$ cat config.mk
export PLATFORM = sky130hd
export DESIGN_NAME = pulp_hwpe_port_ctrl_flat
export DESIGN_NICKNAME = d
export VERILOG_FILES = /design/src/rtl/pulp_hwpe_port_ctrl_if.sv /design/src/rtl/pulp_hwpe_port_ctrl.sv /design/src/flat_wrapper.sv
export SDC_FILE = /design/constraint.sdc
export NUM_CORES = 1
export LEC_CHECK = 0
export CAP_MARGIN = 20
export CORE_MARGIN = 1
export CORE_UTILIZATION = 30
export DETAILED_ROUTE_END_ITERATION = 10
export PLACE_DENSITY = 0.64
export SYNTH_ARGS = -nofsm -noshare
export SYNTH_HDL_FRONTEND = slang
export SYNTH_SLANG_ARGS = --single-unit
$ cat constraint.sdc
create_clock -name clk -period 3 [get_ports clk]
set_clock_uncertainty 0.2 [all_clocks]
set_input_delay 0.75 -clock clk [delete_from_list [all_inputs] [get_ports clk]]
set_output_delay 0.75 -clock clk [all_outputs]
set_load 0.03 [all_outputs]
$ cat src/rtl/pulp_hwpe_port_ctrl_if.sv
// Per-port TCDM handshake bundle between the HWPE engine, the port controller and the XBAR masters.
// Signal names are taken from the controller's point of view.
interface pulp_hwpe_port_ctrl_if #(
  parameter int N_PORTS = 4
);
  logic [N_PORTS-1:0] acc_req_i;
  logic [N_PORTS-1:0] acc_gnt_o;
  logic [N_PORTS-1:0] acc_rvalid_o;
  logic [N_PORTS-1:0] mst_req_o;
  logic [N_PORTS-1:0] mst_gnt_i;
  logic [N_PORTS-1:0] mst_rvalid_i;

  modport slave (
    input  acc_req_i, mst_gnt_i, mst_rvalid_i,
    output acc_gnt_o, acc_rvalid_o, mst_req_o
  );

  modport master (
    output acc_req_i, mst_gnt_i, mst_rvalid_i,
    input  acc_gnt_o, acc_rvalid_o, mst_req_o
  );
endinterface

$ cat src/rtl/pulp_hwpe_port_ctrl.sv
// TCDM master-port controller: per-port outstanding throttle, drain/quiesce FSM,
// registered busy, registered event forwarding and sticky protocol-error flag.
module pulp_hwpe_port_cnt #(
  parameter int MAX_OUTST = 4,
  parameter int CNT_W     = $clog2(MAX_OUTST + 1)
) (
  input  logic clk,
  input  logic rst,
  input  logic hold_i,
  input  logic req_i,
  input  logic gnt_i,
  input  logic rvalid_i,
  output logic req_o,
  output logic gnt_o,
  output logic zero_d_o,
  output logic nz_o,
  output logic err_o
);
  logic [CNT_W-1:0] cnt_q, cnt_d;
  logic             blk, inc;

  assign blk   = (cnt_q == CNT_W'(MAX_OUTST)) | hold_i;
  assign req_o = req_i & ~blk;
  assign inc   = req_o & gnt_i;
  assign gnt_o = inc;

  always_comb begin
    cnt_d = cnt_q;
    err_o = 1'b0;
    if (inc && !rvalid_i) begin
      cnt_d = cnt_q + 1'b1;
    end else if (!inc && rvalid_i) begin
      // A response with nothing in flight is a protocol error; never wrap.
      if (cnt_q == '0) err_o = 1'b1;
      else             cnt_d = cnt_q - 1'b1;
    end
  end

  always_ff @(posedge clk) begin
    if (rst) cnt_q <= '0;
    else     cnt_q <= cnt_d;
  end

  assign zero_d_o = (cnt_d == '0);
  assign nz_o     = (cnt_q != '0);
endmodule

module pulp_hwpe_port_ctrl #(
  parameter int N_PORTS   = 4,
  parameter int N_CORES   = 2,
  parameter int N_EVT     = 2,
  parameter int MAX_OUTST = 4
) (
  input  logic                            clk,
  input  logic                            rst,
  pulp_hwpe_port_ctrl_if.slave            port,
  input  logic                            acc_busy_i,
  input  logic [N_CORES-1:0][N_EVT-1:0]   evt_i,
  output logic [N_CORES-1:0][N_EVT-1:0]   evt_o,
  input  logic                            drain_i,
  output logic                            drain_done_o,
  output logic                            busy_o,
  output logic                            err_o
);
  localparam int CNT_W = $clog2(MAX_OUTST + 1);

  typedef enum logic [1:0] {RUN, DRAIN, DONE} state_e;

  state_e                          state_q;
  logic                            busy_q, err_q, done_q;
  logic [N_CORES-1:0][N_EVT-1:0]   evt_q;
  logic [N_PORTS-1:0]              zero_d, nz, err_p;
  logic                            hold;

  // Requests are also held off while in reset so nothing is issued to the XBAR.
  assign hold = (state_q != RUN) | rst;

  for (genvar p = 0; p < N_PORTS; p++) begin : g_port
    pulp_hwpe_port_cnt #(
      .MAX_OUTST (MAX_OUTST),
      .CNT_W     (CNT_W)
    ) u_cnt (
      .clk      (clk),
      .rst      (rst),
      .hold_i   (hold),
      .req_i    (port.acc_req_i[p]),
      .gnt_i    (port.mst_gnt_i[p]),
      .rvalid_i (port.mst_rvalid_i[p]),
      .req_o    (port.mst_req_o[p]),
      .gnt_o    (port.acc_gnt_o[p]),
      .zero_d_o (zero_d[p]),
      .nz_o     (nz[p]),
      .err_o    (err_p[p])
    );
  end

  assign port.acc_rvalid_o = port.mst_rvalid_i;

  always_ff @(posedge clk) begin
    if (rst) begin
      state_q <= RUN;
      done_q  <= 1'b0;
      busy_q  <= 1'b0;
      err_q   <= 1'b0;
      evt_q   <= '0;
    end else begin
      busy_q <= acc_busy_i | (|nz) | (state_q == DRAIN);
      err_q  <= err_q | (|err_p);
      evt_q  <= evt_i;
      case (state_q)
        RUN: if (drain_i) state_q <= DRAIN;
        // Look at next-cycle counts so the last response completes the drain at once.
        DRAIN: if (&zero_d) begin
          state_q <= DONE;
          done_q  <= 1'b1;
        end
        DONE: if (!drain_i) begin
          state_q <= RUN;
          done_q  <= 1'b0;
        end
        default: begin
          state_q <= RUN;
          done_q  <= 1'b0;
        end
      endcase
    end
  end

  assign drain_done_o = done_q;
  assign busy_o       = busy_q;
  assign err_o        = err_q;
  assign evt_o        = evt_q;
endmodule

$ cat src/flat_wrapper.sv
// flat-port wrapper written by rule: the top's interface ports become plain ports
module pulp_hwpe_port_ctrl_flat 
#(
  parameter int N_PORTS   = 4,
  parameter int N_CORES   = 2,
  parameter int N_EVT     = 2,
  parameter int MAX_OUTST = 4
)
  (clk, rst, acc_busy_i, evt_i, evt_o, drain_i, drain_done_o, busy_o, err_o, port_acc_req_i, port_mst_gnt_i, port_mst_rvalid_i, port_acc_gnt_o, port_acc_rvalid_o, port_mst_req_o);
  pulp_hwpe_port_ctrl_if #(.N_PORTS(N_PORTS)) port_i ();
  input  logic clk;
  input  logic rst;
  input  logic acc_busy_i;
  input  logic [N_CORES-1:0][N_EVT-1:0] evt_i;
  output logic [N_CORES-1:0][N_EVT-1:0] evt_o;
  input  logic drain_i;
  output logic drain_done_o;
  output logic busy_o;
  output logic err_o;
  input wire logic [$bits(port_i.acc_req_i)-1:0] port_acc_req_i;
  input wire logic [$bits(port_i.mst_gnt_i)-1:0] port_mst_gnt_i;
  input wire logic [$bits(port_i.mst_rvalid_i)-1:0] port_mst_rvalid_i;
  output wire logic [$bits(port_i.acc_gnt_o)-1:0] port_acc_gnt_o;
  output wire logic [$bits(port_i.acc_rvalid_o)-1:0] port_acc_rvalid_o;
  output wire logic [$bits(port_i.mst_req_o)-1:0] port_mst_req_o;
  assign port_i.acc_req_i = port_acc_req_i;
  assign port_i.mst_gnt_i = port_mst_gnt_i;
  assign port_i.mst_rvalid_i = port_mst_rvalid_i;
  assign port_acc_gnt_o = port_i.acc_gnt_o;
  assign port_acc_rvalid_o = port_i.acc_rvalid_o;
  assign port_mst_req_o = port_i.mst_req_o;
  pulp_hwpe_port_ctrl #(.N_PORTS(N_PORTS), .N_CORES(N_CORES), .N_EVT(N_EVT), .MAX_OUTST(MAX_OUTST)) u_core (.clk(clk), .rst(rst), .port(port_i), .acc_busy_i(acc_busy_i), .evt_i(evt_i), .evt_o(evt_o), .drain_i(drain_i), .drain_done_o(drain_done_o), .busy_o(busy_o), .err_o(err_o));
endmodule
=== Word-level counts from Yosys, hierarchy flattened ===
Cells that the tools add are included.

* $add $sub $neg: 8
* Eq/ne operators: 9
* Multiplexer cells: 31
* Bitwise logic cells: 21
* Reductions and logical operators: 35

{| class="wikitable"
|+ Operators by type and width
! cell !! number
|-
| two-way mux 3 bit || 12
|-
| logical NOT 3 bit || 8
|-
| two-way mux 1 bit || 14
|-
| adder 3 x 1 -> 3 bit, second input constant || 4
|-
| == test 3 bit, second input constant || 4
|-
| nonzero test 3 bit || 4
|-
| subtractor 3 x 1 -> 3 bit, second input constant || 4
|-
| AND 1 bit || 8
|-
| logical AND 1 bit || 8
|-
| logical NOT 1 bit || 8
|-
| bitwise OR 1 bit || 8
|-
| OR reduction 4 bit || 2
|-
| two-way mux 2 bit || 3
|-
| != test 2 bit, second input constant || 3
|-
| case mux 2 bit (3 select lines) || 1
|-
| AND reduction 3 bit || 2
|-
| NOT 1 bit || 5
|-
| AND reduction 4 bit || 1
|-
| case mux 1 bit (3 select lines) || 1
|-
| == test 2 x 1 -> 1 bit, second input constant || 1
|-
| == test 2 bit, second input constant || 1
|-
| logical NOT 2 bit || 1
|-
| nonzero test 2 bit || 1
|}

* Bits in registers: 21
* Input port bits: 20
* Output and inout port bits: 19
* Word-level logic and storage cells: 114

=== Depth between registers and ports, before layout ===
* Word-level depth: 14
* Depth in mapped cells: 10
* Gate-level depth less buffers: 10

=== Cells and area by module ===
From an unflattened synthesis, not the netlist that was laid out.

* Cell total of the unflattened synthesis: 189
* Area total of the unflattened synthesis: 1657.8 um^2

{| class="wikitable"
|+ Modules (own cells, without submodules)
! module !! times used !! cells each !! area each (um^2) !! seq. area each (um^2)
|-
| pulp_hwpe_port_cnt || 4 || 38 || 329.1 || 60.1
|-
| pulp_hwpe_port_ctrl || 1 || 37 || 341.6 || 180.2
|}

=== Worst setup path before layout ===
No wires, ideal clock.

* Path kind: input -> register
* From: input rst
* To: register u_core.done_q, in the netlist u_core.drain_done_o
* Setup time: 0.086 ns
* Arrival: 2.577 ns
* Data required time: 2.714 ns
* Path slack: 0.137 ns
* Stages on the path: 8
* Buffers on the path: 0
* Cells stage by stage: nor3_2 -> nand4_2 -> inv_1 -> mux2_2 -> a21oi_1 -> nand2_1 -> or4_4 -> a221oi_2

* Cells in the longest elaborated chain, start to end: 13
* Elaborated cells on any way between the ends: 44
* Those cells by class: 1 x eq/ne; 8 x mux; 17 x bitwise; 18 x reduce/logical

{| class="wikitable"
|+ Ends and longest elaborated chain
! what !! RTL line !! text
|-
| start, declared || flat_wrapper.sv:12 || <nowiki>input logic rst;</nowiki>
|-
| bitwise OR 1 bit (*) || pulp_hwpe_port_ctrl.sv:76 || <nowiki>assign hold = (state_q != RUN) | rst;</nowiki>
|-
| bitwise OR 1 bit (*) || pulp_hwpe_port_ctrl.sv:22 || <nowiki>assign blk = (cnt_q == CNT_W'(MAX_OUTST)) | hold_i;</nowiki>
|-
| NOT 1 bit (*) || pulp_hwpe_port_ctrl.sv:23 || <nowiki>assign req_o = req_i & ~blk;</nowiki>
|-
| AND 1 bit (*) || pulp_hwpe_port_ctrl.sv:23 ||
|-
| AND 1 bit (*) || pulp_hwpe_port_ctrl.sv:24 || <nowiki>assign inc = req_o & gnt_i;</nowiki>
|-
| net u_core.g_port[1].u_cnt.gnt_o || pulp_hwpe_port_ctrl.sv:14 || <nowiki>output logic gnt_o,</nowiki>
|-
| logical NOT 1 bit || pulp_hwpe_port_ctrl.sv:32 || <nowiki>end else if (!inc && rvalid_i) begin</nowiki>
|-
| logical AND 1 bit || pulp_hwpe_port_ctrl.sv:32 ||
|-
| two-way mux 3 bit || pulp_hwpe_port_ctrl.sv:32 ||
|-
| two-way mux 3 bit (*) || pulp_hwpe_port_ctrl.sv:30 || <nowiki>if (inc && !rvalid_i) begin</nowiki>
|-
| logical NOT 3 bit (*) || pulp_hwpe_port_ctrl.sv:44 || <nowiki>assign zero_d_o = (cnt_d == '0);</nowiki>
|-
| AND reduction 4 bit (*) || pulp_hwpe_port_ctrl.sv:113 || <nowiki>DRAIN: if (&zero_d) begin</nowiki>
|-
| != test 2 bit (no line) (*) || - ||
|-
| AND reduction 3 bit (no line) (*) || - ||
|-
| end signal, assigned || pulp_hwpe_port_ctrl.sv:115 || <nowiki>done_q <= 1'b1;</nowiki>
|-
| end signal, assigned || pulp_hwpe_port_ctrl.sv:119 || <nowiki>done_q <= 1'b0;</nowiki>
|-
| end signal, assigned || pulp_hwpe_port_ctrl.sv:123 || <nowiki>done_q <= 1'b0;</nowiki>
|-
| end, declared || pulp_hwpe_port_ctrl.sv:70 || <nowiki>logic busy_q, err_q, done_q;</nowiki>
|}

The timed path passes the listed nets; every way through them passes the cells marked *.
A chain may end at the register's enable or synchronous reset.

=== Worst setup path in the final report ===
* From: input port_acc_req_i[3]
* To: register u_core.done_q, in the netlist u_core.drain_done_o

* Cells in the longest elaborated chain, start to end: 10
* Elaborated cells on any way between the ends: 11
* Those cells by class: 1 x eq/ne; 2 x mux; 2 x bitwise; 6 x reduce/logical

{| class="wikitable"
|+ Ends and longest elaborated chain
! what !! RTL line !! text
|-
| start, declared || flat_wrapper.sv:20 || <nowiki>input wire logic [$bits(port_i.acc_req_i)-1:0] port_acc_req_i;</nowiki>
|-
| AND 1 bit (*) || pulp_hwpe_port_ctrl.sv:23 ||
|-
| AND 1 bit (*) || pulp_hwpe_port_ctrl.sv:24 ||
|-
| logical NOT 1 bit || pulp_hwpe_port_ctrl.sv:32 ||
|-
| logical AND 1 bit || pulp_hwpe_port_ctrl.sv:32 ||
|-
| two-way mux 3 bit || pulp_hwpe_port_ctrl.sv:32 ||
|-
| two-way mux 3 bit (*) || pulp_hwpe_port_ctrl.sv:30 ||
|-
| logical NOT 3 bit (*) || pulp_hwpe_port_ctrl.sv:44 ||
|-
| AND reduction 4 bit (*) || pulp_hwpe_port_ctrl.sv:113 ||
|-
| != test 2 bit (no line) (*) || - ||
|-
| AND reduction 3 bit (no line) (*) || - ||
|}

Mark *: on every way between the ends. The rest lies on a longest branch, timed or not.

==> out/qor.yml <==
synthesis.nets: 233
top_layer_used: "met4"
wl_met1_microns: 1740
total_power_uw: 1650
root_buffer: "clkbuf_8"
syn_area_per_cell_sq_um: 8.10
start_util_pct: 31.5
nets: 290
ant_nets: 0
crit_fanout: 4
regToRegStartpoint: "u_core.g_port[2].u_cnt.cnt_q[0]"
first_iter_violations: 37
swShare_pct: 43.0
drc: 0
cts_tree: "built"
design.core.area_sq_mm: 0.00517
min_path_type: "reg2reg"
period_share_pct: 97.2
dr.pass1.iters: 4
peakVddDrop_uv: 359
stdcell_area_sq_mm: 0.00226
maxCapViolCount: 0
drive_gt1_share_pct: 26.8
combPwrFrac_pct: 61.8
vias_per_cell: 4.71
numClockSinks: 21
place_congestion: 0.789
antenna_found_initial: 0
h-tree-depth: 1
postSynth.asyncResetShare_pct: 0
period_minus_slack_ns: 2.92
synth.distinct_cells: 52
ys_seq_elements: 21
synth_warnings: 0
finalHoldViolations: 0
place_ws_ns: -0.458
pin_count: 39
track_usage_pct: 13.4
crit_arrival_ns: 2.90
seq_area_frac_synth_pct: 25.8
route.met3.wl_microns: 108
powerDensity_mw_per_mm2: 730
area_delta_synth_final_pct: 38.9
outcome: "completed"
worstHoldStart: "u_core.drain_done_o"
grt_pass1_wl_microns: 5820
seq_power_share_pct: 26.5
holdBufCountCts: 0
wl_met2_microns: 1860
diodes: 0
wl_per_cell_microns: 11.4
cp-end-kind: "flip-flop"
die_h_microns: 75.7
required_ns: 2.98
synth_ff_type: "dfxtp_1"
numPortBuffers: 38
syn_area_sq_mm: 0.00163
num_rows: 26
synth_cells: 201
drt-total-wl_microns: 3730
clk_pin_slew_ns: 0.08
static-leakage-power_uw: 0.00101
max-clock-path-buffers: 2
r2r-end: "u_core.drain_done_o"
holdPathEnd: "u_core.drain_done_o"
grt_max_degree: 23
start_kind: "input port"
max_freq_ghz: 0.343
dpl_cell_area_sq_mm: 0.00217
grt_pass1_vias: 1358
power.switching_uw: 710
synth_enable_flop_cells: 0
fp.dieArea_sq_mm: 0.00573
r2r.worst_path.cells: 10
worstSkewPairLatency_ns: 0.27
timing.setup.tns_ns: 0
worst_slack_ns: 0.0828
whs_path_depth: 2
clkPwrFrac_pct: 11.7
max_slew_margin_pct: 74.8
slew_violations: 0
internal-power_uw: 942
setup_viol: 0
route.vias.total: 1539
worst_pin_slew_ns: 0.372
overflow: 0
die_w_microns: 75.7
dp_hpwl_microns: 2970
setup.worst_path.class: "in2reg"
rrSetupSlack_ns: 0.26
cts_buffers: 3
[timing repair]
| action | CTS | global route |
|---|---|---|
| setup buffers | 3 | 1 |
| pin swaps | 2 | 4 |
| gates resized for setup | 4 | 5 |
| setup endpoints to repair | 6 | 3 |
[state kept, by name (all words and copies together), names as in the netlist]
signal                     cells
u_core.busy_o                  1
u_core.g_port.u_cnt.cnt_q     12
u_core.state_q                 2
u_core.err_o                   1
u_core.drain_done_o            1
u_core.evt_o                   4
[Yosys cell counts, types with 4 or more instances]
cell type | instances | share of area (%)
nor2_1 | 23 | 5.3
dfxtp_1 | 21 | 26
inv_1 | 18 | 4.1
nand2_1 | 18 | 4.1
buf_4 | 12 | 5.5
ha_1 | 12 | 9.2
a21oi_1 | 11 | 3.4
nor2b_1 | 8 | 3.1
mux2i_1 | 6 | 3.7
nand2b_1 | 6 | 2.3
and3_2 | 4 | 1.8
clkbuf_1 | 4 | 0.92
nand3_1 | 4 | 1.2
xnor2_1 | 4 | 2.2
[worst max path at each step]
stage | cells past startpoint | endpoint | from | slack (ns)
after detailed placement | 8 | u_core.drain_done_o | rst | -0.46
after CTS | 10 | u_core.drain_done_o | rst | 0.02
after global routing | 8 | u_core.drain_done_o | port_acc_req_i[3] | -0.02
after global placement | 8 | u_core.drain_done_o | rst | -0.38
final | 8 | u_core.drain_done_o | port_acc_req_i[3] | 0.08
after floorplan | 8 | u_core.drain_done_o | rst | 0.14
[area by class of cell]
class | instances | area (sq um)
fillers | 508 | 2910
multi-input cells | 145 | 1050
repair buffers | 69 | 591
flip-flops and latches | 21 | 420
well taps | 70 | 87.6
inverters | 18 | 67.6
clock buffers | 3 | 41.3
clock inverters | 1 | 5.00
[critical path, stage by stage]
cell and delay (ns):
clkdlybuf4s50_1 0.41, and2_1 0.18, and4_2 0.26, a2111oi_2 0.34
a21oi_1 0.09, nand3b_1 0.18, or4_4 0.45, a221oi_2 0.24
[metal layers]
metal | vias to the layer above | GRT usage [%]
met1 | 709 | 16.3
met5 | - | 0
met3 | 4 | 2.91
met2 | 21 | 23.5
li1 | 805 | -
met4 | 0 | 3.91
[cells in the final DEF (no fill, tap or decap), drive strengths merged, types with 5 or more instances in the layout]
cell type	instances
nor2	23
ha	12
dfxtp	21
nand2b	6
a21oi	11
mux2i	7
and3	5
nor2b	8
inv	18
buf	43
nand2	18
clkdlybuf4s50	25
[power by group through the flow]
stage | Combinational [uW] | Sequential, uW | Clock, uW
detailed placement | 980 | 440 | 0
CTS | 1010 | 434 | 202
global route | 1150 | 450 | 215
global placement | 967 | 440 | 0
finish | 1020 | 437 | 193
floorplan | 678 | 449 | 0
[cells by family after synthesis]
family	synth area share (%)
xor gates and xnor gates	2.15
and+or+nand+nor	27.3
AOI/OAI and AO/OA	17.6
buffers and inverters	11.3
DFF	25.8
muxes	6.68
adders and majority gates	9.22
[through the flow]
| stage | std cells | utilization (%) | hold WS, ns |
|---|---|---|---|
| floorplan | 201 | - | 0.307 |
| global route | 327 | 43.7 | 0.305 |
| global placement | 319 | 41.9 | 0.285 |
| finish | 327 | 43.7 | 0.280 |
| detailed placement | 319 | 41.9 | 0.289 |
| CTS | 326 | 43.4 | 0.299 |
No activity file was read; power rests on OpenSTA's default activity.
